===== src/rtl/apb_svt_slave_mem.sv =====
// APB completer with a word-addressed register bank, a fixed number of wait states
// and an error response. Word 0 is a read-only ID constant.
module apb_svt_slave_mem #(
    parameter int                    ADDR_WIDTH  = 32,
    parameter int                    DATA_WIDTH  = 32,
    parameter int                    DEPTH       = 16,
    parameter logic [ADDR_WIDTH-1:0] BASE_ADDR   = ADDR_WIDTH'(32'h0000_1000),
    parameter int                    WAIT_CYCLES = 0,
    parameter logic [31:0]           ID_VALUE    = 32'hA5B0_0001
) (
    input  logic                    pclk,
    input  logic                    preset,
    input  logic                    psel,
    input  logic                    penable,
    input  logic                    pwrite,
    input  logic [ADDR_WIDTH-1:0]   paddr,
    input  logic [DATA_WIDTH-1:0]   pwdata,
    input  logic [DATA_WIDTH/8-1:0] pstrb,
    input  logic [2:0]              pprot,
    output logic [DATA_WIDTH-1:0]   prdata,
    output logic                    pready,
    output logic                    pslverr
);

    localparam int                    B          = DATA_WIDTH / 8;
    localparam int                    LOG_B      = $clog2(B);
    localparam int                    IDX_W      = $clog2(DEPTH);
    localparam logic [ADDR_WIDTH-1:0] SPAN       = ADDR_WIDTH'(DEPTH * B);
    localparam logic [ADDR_WIDTH-1:0] ALIGN_MASK = ADDR_WIDTH'(B - 1);
    localparam logic [DATA_WIDTH-1:0] ID_WORD    = DATA_WIDTH'(ID_VALUE);
    localparam logic [3:0]            WAIT_INIT  = 4'(WAIT_CYCLES);

    typedef enum logic [1:0] {
        ST_IDLE,
        ST_WAIT,
        ST_DONE
    } state_t;

    state_t                  state_reg;
    logic [3:0]              cnt_reg;
    logic                    we_reg;
    logic                    err_reg;
    logic [IDX_W-1:0]        idx_reg;
    logic [DATA_WIDTH-1:0]   wdata_reg;
    logic [B-1:0]            strb_reg;
    logic [2:0]              prot_reg;
    logic                    pready_reg;
    logic                    pslverr_reg;
    logic [DATA_WIDTH-1:0]   prdata_reg;

    logic [DATA_WIDTH-1:0]   bank_reg [DEPTH];

    // Live decode of the setup-phase address.
    logic [ADDR_WIDTH-1:0]   offset_in;
    logic                    in_range_in;
    logic                    aligned_in;
    logic [IDX_W-1:0]        idx_in;
    logic                    err_in;

    assign offset_in   = paddr - BASE_ADDR;
    assign in_range_in = (paddr >= BASE_ADDR) && (offset_in < SPAN);
    assign aligned_in  = (paddr & ALIGN_MASK) == '0;
    assign idx_in      = IDX_W'(offset_in >> LOG_B);
    assign err_in      = !in_range_in || !aligned_in || (pwrite && (idx_in == '0));

    // With no wait states the response is formed straight from the setup phase,
    // otherwise from the latched transfer.
    logic                    resp_err;
    logic                    resp_we;
    logic [IDX_W-1:0]        resp_idx;
    logic [DATA_WIDTH-1:0]   rd_word;
    logic [DATA_WIDTH-1:0]   resp_data;

    always_comb begin
        resp_err = err_reg;
        resp_we  = we_reg;
        resp_idx = idx_reg;
        if (state_reg == ST_IDLE) begin
            resp_err = err_in;
            resp_we  = pwrite;
            resp_idx = idx_in;
        end
        rd_word   = (resp_idx == '0) ? ID_WORD : bank_reg[resp_idx];
        resp_data = (resp_we || resp_err) ? '0 : rd_word;
    end

    always_ff @(posedge pclk) begin
        if (preset) begin
            state_reg   <= ST_IDLE;
            cnt_reg     <= '0;
            we_reg      <= 1'b0;
            err_reg     <= 1'b0;
            idx_reg     <= '0;
            wdata_reg   <= '0;
            strb_reg    <= '0;
            prot_reg    <= '0;
            pready_reg  <= 1'b0;
            pslverr_reg <= 1'b0;
            prdata_reg  <= '0;
        end else begin
            pready_reg  <= 1'b0;
            pslverr_reg <= 1'b0;
            prdata_reg  <= '0;
            case (state_reg)
                ST_IDLE: begin
                    if (psel && !penable) begin
                        we_reg    <= pwrite;
                        err_reg   <= err_in;
                        idx_reg   <= idx_in;
                        wdata_reg <= pwdata;
                        strb_reg  <= pstrb;
                        prot_reg  <= pprot;
                        cnt_reg   <= WAIT_INIT;
                        if (WAIT_CYCLES > 0) begin
                            state_reg <= ST_WAIT;
                        end else begin
                            state_reg   <= ST_DONE;
                            pready_reg  <= 1'b1;
                            pslverr_reg <= resp_err;
                            prdata_reg  <= resp_data;
                        end
                    end
                end
                ST_WAIT: begin
                    if (!psel) begin
                        state_reg <= ST_IDLE;
                        cnt_reg   <= '0;
                    end else begin
                        cnt_reg <= cnt_reg - 4'd1;
                        if (cnt_reg <= 4'd1) begin
                            state_reg   <= ST_DONE;
                            pready_reg  <= 1'b1;
                            pslverr_reg <= resp_err;
                            prdata_reg  <= resp_data;
                        end
                    end
                end
                ST_DONE: begin
                    state_reg <= ST_IDLE;
                    cnt_reg   <= '0;
                end
                default: begin
                    state_reg <= ST_IDLE;
                    cnt_reg   <= '0;
                end
            endcase
        end
    end

    // A write lands on the DONE edge only if the master is still selecting us.
    logic                  commit_write;
    logic [DEPTH-1:0]      word_we;
    logic [DATA_WIDTH-1:0] byte_mask;

    assign commit_write = (state_reg == ST_DONE) && psel && we_reg && !err_reg;
    assign word_we[0]   = 1'b0;

    genvar gi;
    generate
        for (gi = 1; gi < DEPTH; gi++) begin : g_word_we
            assign word_we[gi] = commit_write && (idx_reg == IDX_W'(gi));
        end
        for (gi = 0; gi < B; gi++) begin : g_byte_mask
            assign byte_mask[gi*8 +: 8] = {8{strb_reg[gi]}};
        end
    endgenerate

    always_ff @(posedge pclk) begin
        if (preset) begin
            for (int w = 0; w < DEPTH; w++) begin
                bank_reg[w] <= '0;
            end
        end else begin
            for (int w = 0; w < DEPTH; w++) begin
                if (word_we[w]) begin
                    bank_reg[w] <= (bank_reg[w] & ~byte_mask) | (wdata_reg & byte_mask);
                end
            end
        end
    end

    // Protection attributes are kept for observation only.
    logic unused_prot;
    assign unused_prot = ^prot_reg;

    assign prdata  = prdata_reg;
    assign pready  = pready_reg;
    assign pslverr = pslverr_reg;

endmodule


===== config.mk =====
export PLATFORM = sky130hd
export DESIGN_NAME = apb_svt_slave_mem
export DESIGN_NICKNAME = d
export VERILOG_FILES = /design/src/rtl/apb_svt_slave_mem.sv
export SDC_FILE = /design/constraint.sdc
export NUM_CORES = 1
export LEC_CHECK = 0
export ABC_AREA = 1
export CORE_ASPECT_RATIO = 0.5
export CORE_MARGIN = 3
export CORE_UTILIZATION = 60
export CTS_CLUSTER_DIAMETER = 60
export CTS_CLUSTER_SIZE = 16
export DETAILED_ROUTE_END_ITERATION = 12
export PLACE_DENSITY_LB_ADDON = 0.2
export SYNTH_ARGS = -nofsm -noshare
export SYNTH_HDL_FRONTEND = slang
export SYNTH_SLANG_ARGS = --single-unit

===== constraint.sdc =====
create_clock -name pclk -period 4.6 [get_ports pclk]
set_input_delay 0.69 -clock pclk [delete_from_list [all_inputs] [get_ports pclk]]
set_output_delay 0.69 -clock pclk [all_outputs]
set_load 0.01 [all_outputs]

# After elaboration in Yosys (flattened, before gate mapping)

Memory sizes are Yosys's and may differ from the RTL's.
Cells that the tools add are included.

Bits in writable memories: 512
Register bits after elaboration: 82
Bits of input ports: 76
Memories kept: 1
Logic and storage cells: 202
Output and inout port bits: 34

Memories:

| memory   | words | width | rd ports | clocked after Yosys merged registers in | wr ports | RTL line | text |
|---|---|---|---|---|---|---|---|
| bank_reg | 16    | 32    | 16       | 0                                       | 16       | 51       | `logic [DATA_WIDTH-1:0] bank_reg [DEPTH];` |

Bitwise gates (word level): 47
Add/sub/neg operators: 2
Reductions and logical operators: 34
$lt $le $gt $ge: 3
Eq/ne operators: 19
Multiplexer cells: 86

Operators by type and width:

| kind                     | count |
|---|---|
| $mux W32                 | 20 |
| $and A32 B32 Y32         | 16 |
| $or A32 B32 Y32          | 15 |
| $pmux W32 S2             | 1 |
| $mux W1                  | 55 |
| $eq A4 B4 Y1 const B     | 8 |
| $ge A32 B13 Y1 const B   | 1 |
| $logic_not A32 Y1        | 1 |
| $lt A32 B7 Y1 const B    | 1 |
| $not A32 Y32             | 1 |
| $sub A32 B13 Y32 const B | 1 |
| $logic_and A1 B1 Y1      | 21 |
| $eq A4 B3 Y1 const B     | 4 |
| $or A1 B1 Y1             | 15 |
| $mux W4                  | 3 |
| $eq A4 B2 Y1 const B     | 2 |
| $logic_not A4 Y1         | 2 |
| $pmux W4 S2              | 1 |
| $mux W2                  | 3 |
| $eq A4 B1 Y1 const B     | 1 |
| $le A4 B1 Y1 const B     | 1 |
| $logic_not A1 Y1         | 4 |
| $pmux W1 S2              | 2 |
| $pmux W2 S2              | 1 |
| 8 further kinds          | 11 |

# Longest topological paths before layout

Depth in word-level cells: 12
Mapped depth: 15
Depth with buffers taken out: 14

# Worst setup path before layout

OpenSTA, ideal clock, no wires.

Path type: input to register
From: input port psel
To: memory bank_reg[11][0] (enable)
Data arrival time: 3556 ps
Buffers on the path: 0
Required time: 4134 ps
Slack: 578 ps
Cell stages on the path: 6
Setup time: 466 ps
Cells stage by stage: inv_1 nor3_2 inv_1 nor3_2 inv_1 o21ai_0

RTL lines:

| what            | RTL line | text |
|---|---|---|
| start, declared | 13       | `input logic psel,` |
| end, declared   | 51       |  |

# Final worst setup path

From: register state_reg[1]
To: register prdata_reg[25] (netlist: prdata[25])

Longest elaborated chain between the ends: 8
Elaborated cells between the ends (all ways): 14
Classes of those cells: eq/ne (1); mux (9); reduce/logical (3); memory (1)

RTL lines:

| what                                                | RTL line | text |
|---|---|---|
| start, declared                                     | 39       | `state_t state_reg;` |
| start signal, assigned                              | 89       | `state_reg <= ST_IDLE;` |
| start signal, assigned                              | 115      | `state_reg <= ST_WAIT;` |
| start signal, assigned                              | 117      | `state_reg <= ST_DONE;` |
| $logic_not A2 Y1                                    | 78, 104  |  |
| $mux W4                                             | 78       | `if (state_reg == ST_IDLE) begin` |
| $mem_v2 Z16 W32 or $logic_not A4 Y1 (tied branches) | n/a      |  |
| $mux W32                                            | 83       | `rd_word = (resp_idx == '0) ? ID_WORD : bank_reg[resp_idx];` |
| $mux W32                                            | 84       | `resp_data = (resp_we \|\| resp_err) ? '0 : rd_word;` |
| $mux W32                                            | 130      | `if (cnt_reg <= 4'd1) begin` |
| $mux W32                                            | 125      | `if (!psel) begin` |
| $pmux W32 S2 (*)                                    | 104      | `case (state_reg)` |
| end signal, assigned                                | 120      | `prdata_reg <= resp_data;` |
| end signal, assigned                                | 134      | `prdata_reg <= resp_data;` |
| end, declared                                       | 49       | `logic [DATA_WIDTH-1:0] prdata_reg;` |

Every way passes the cells marked *; elsewhere a longest branch is shown, timed or not.
A chain may end at the register's enable or synchronous reset.

==> impl_metrics.json <==
{
  "status": "completed",
  "place_area_mm2": 0.0281,
  "gr-usage-all-layers": 0.333,
  "synth_warnings": 0,
  "core_util_final": 0.683,
  "mappedNetlistNets": 2908,
  "worst_ir_drop_vdd_mv": 0.306,
  "sw_frac_of_total": 0.260,
  "ys_top_cells_by_count": "sky130_fd_sc_hd__a21oi_1, sky130_fd_sc_hd__nor2_1, sky130_fd_sc_hd__edfxtp_1",
  "critical_path_arrival_ns": 3.88,
  "cp.required_ns": 5.09,
  "maxCapViolCount": 0,
  "leakagePower_nw": 10.2,
  "finalPower_mw": 10.5,
  "routabilityCongestion": 0.856,
  "fin_hold_ws_ns": 0.462,
  "wl_per_cell_um": 22.9,
  "synthesis.area_mm2": 0.0265,
  "syn-mean-instance-area_um2": 9.36,
  "drt_iter0_markers": 3654,
  "cts_hold_repair.buffers": 0,
  "detail_route.first_pass.iterations": 6,
  "ant_nets": 0,
  "n_antenna_cell": 0,
  "post_cts.resized_instances": 0,
  "internal-power_mw": 7.78,
  "drive_above_1_share": 0.0515,
  "comb_power_share": 0.121,
  "synth_edf_count": 480,
  "yosys.area.top_type_share": 0.544,
  "total_switching_power_mw": 2.74,
  "synthArstFlopShare": 0,
  "port_buffers": 106,
  "grt_antenna_before_repair": 1,
  "tritoncts": "yes",
  "dr_total_vias": 22058,
  "timing.final.crit_share": 0.737,
  "timing.critical_path.fanout_max": 41,
  "initial_core_util": 0.620,
  "multiInputGateArea_mm2": 0.00953,
  "num-fill-cells": 3355,
  "seq_area_frac_synth": 0.602,
  "die_w_um": 303,
  "final_nets": 2902,
  "pwr-share-seq": 0.554,
  "io-pin-count": 110,
  "grt_start_max_net_pins": 129,
  "final-setup-viol-count": 0,
  "area_growth_syn_to_layout_pct": 10.2,
  "fin_crit_ns": 3.39,
  "postSynthRegisterBits": 557,
  "hold_viol": 0,
  "synthDominantAreaCellType": "sky130_fd_sc_hd__edfxtp_1",
  "clock_tree.root_cell": "sky130_fd_sc_hd__clkbuf_16",
  "fp.coreArea_mm2": 0.0428,
  "pwr_density_cell_mw_per_mm2": 360,
  "worstSetupPathType": "reg2reg",
  "clk_latency_ns": 0.57,
  "wire_length_of_the_first_global_routing_pass_mm": 119,
  "timing.max_slew.rel_slack": 0.375,
  "postCtsSetupBuffers": 0,
  "worstMarginPinSlew_ns": 0.937,
  "slew_viol_final": 0,
  "via_count_of_the_first_global_routing_pass": 20273,
  "worst_setup_path_end_kind": "register",
  "global_route.overflow_total": 0,
  "rows": 53,
  "dominant_register_cell_in_the_synthesized_netlist": "sky130_fd_sc_hd__edfxtp_1",
  "largest_register_ffs": 480,
  "die_h_um": 155,
  "clock_skew_ns": 0.0188,
  "number_of_buffers_between_clock_root_and_the_deepest_sink": 3,
  "worst_hold_path_type": "reg2reg",
  "worst_setup_hold_path_clk_slew_ns": 0.08,
  "startpoint_class": "register",
  "die_area_mm2": 0.0469,
  "netlist_instances": 2832,
  "drt_drc_violations_left": 0,
  "yosys.cell_count.top_type": "sky130_fd_sc_hd__a21oi_1",
  "fmax_achieved_ghz": 0.295,
  "via_per_inst": 6.43,
  "post_route_setup_tns_ns": 0,
  "yosys-top-cells-area": "sky130_fd_sc_hd__edfxtp_1, sky130_fd_sc_hd__a21oi_1, sky130_fd_sc_hd__nor2_1",
  "routed_wl_mm": 78.7,
  "reg2reg_slack_ns": 1.21,
  "cts-htree-levels": 2,
  "post-route-cell-area_mm2": 0.0292,
  "number_of_distinct_library_cells_after_synthesis": 38,
  "rsz0062_at_grt": "false",
  "seqCellArea_mm2": 0.0160,
  "cts_inserted_buffers": 40,
  "dp_hpwl_mm": 45.1,
  "clockPowerShare": 0.325,
  "cts.sinks": 557
}
[area by class of cell]
cell class | instances | share of cell area
clock buffers | 71 | 0.0390
flip-flops and latches | 557 | 0.546
multi-input cells | 1988 | 0.326
clock inverters | 1 | 0.000171
repair buffers | 161 | 0.0535
inverters | 78 | 0.0104
well taps | 577 | 0.0247
[stage by stage]
| stage | setup WS (ns) | cells |
|---|---|---|
| 2_1_floorplan | 0.578 | 2832 |
| 3_3_place_gp | 1.01 | 3361 |
| 3_5_place_dp | 0.943 | 3361 |
| 4_1_cts | 1.28 | 3433 |
| 5_1_grt | 0.988 | 3433 |
| 6_report | 1.21 | 3433 |
[cell usage in the layout (no fill, tap or decap), types with 3 or more instances in the layout]
cell / n
sky130_fd_sc_hd__inv_1: 36
sky130_fd_sc_hd__clkdlybuf4s50_1: 105
sky130_fd_sc_hd__o21bai_1: 31
sky130_fd_sc_hd__o211ai_1: 31
sky130_fd_sc_hd__buf_4: 48
sky130_fd_sc_hd__inv_2: 3
sky130_fd_sc_hd__nor2_2: 6
sky130_fd_sc_hd__a211oi_1: 32
sky130_fd_sc_hd__o21ai_4: 17
sky130_fd_sc_hd__nor2_1: 523
sky130_fd_sc_hd__buf_12: 7
sky130_fd_sc_hd__clkbuf_1: 30
sky130_fd_sc_hd__clkinv_1: 32
sky130_fd_sc_hd__edfxtp_1: 480
sky130_fd_sc_hd__dfxtp_1: 77
sky130_fd_sc_hd__nand2_1: 425
sky130_fd_sc_hd__a21oi_1: 561
sky130_fd_sc_hd__o2bb2ai_1: 16
sky130_fd_sc_hd__nand2_2: 3
sky130_fd_sc_hd__nor3_1: 17
sky130_fd_sc_hd__clkbuf_16: 41
sky130_fd_sc_hd__a221oi_1: 33
sky130_fd_sc_hd__nand3_1: 63
sky130_fd_sc_hd__clkinv_2: 6
sky130_fd_sc_hd__o21ai_1: 26
sky130_fd_sc_hd__nor2_4: 3
sky130_fd_sc_hd__a41oi_1: 7
sky130_fd_sc_hd__o2111ai_1: 9
sky130_fd_sc_hd__o21ai_0: 170
[power groups by stage]
stage                     clock (mW)  sequential [mW]  combinational (mW)
after floorplan                    0             5.91               0.794
after global placement             0             5.93                1.21
after detailed placement           0             5.94                1.23
after CTS                       3.41             5.82                1.23
after global routing            3.61             5.86                1.37
final                           3.41             5.83                1.27
[per-layer routing]
layer  track usage  part of all wire
met5             0           0.00022
met4        0.0729             0.018
met3         0.107              0.16
met2         0.465              0.42
met1         0.508              0.41
[cell families (layout without fill, tap and decap cells)]
kind of cell,after synthesis,in the layout,share of synthesized area
buffers and inverters,287,311,0.0459
DFF,557,557,0.602
AOI/OAI and AO/OA,936,936,0.195
and+or+nand+nor,1052,1052,0.157
[worst paths after layout]
| kind | start | cells after the start | end |
|---|---|---|---|
| max reg2reg | state_reg[1] | 11 | prdata[25] |
| max | state_reg[1] | 11 | prdata[25] |
| min reg2reg | wdata_reg[26] | 2 | wdata_reg[26] |
| min | wdata_reg[26] | 2 | wdata_reg[26] |
[critical path, stage by stage (launching register included)]
cell and delay, ns:
sky130_fd_sc_hd__dfxtp_1 0.73, sky130_fd_sc_hd__nand2_1 0.19, sky130_fd_sc_hd__nand2_4 0.35, sky130_fd_sc_hd__nand2_1 0.16, sky130_fd_sc_hd__inv_4 0.50, sky130_fd_sc_hd__buf_4 0.34, sky130_fd_sc_hd__nand2_1 0.07, sky130_fd_sc_hd__o211ai_1 0.09
sky130_fd_sc_hd__o21ai_0 0.10, sky130_fd_sc_hd__a21oi_1 0.48, sky130_fd_sc_hd__nor2_1 0.15, sky130_fd_sc_hd__nor2_1 0.12
(Power assumes the default switching activity.)
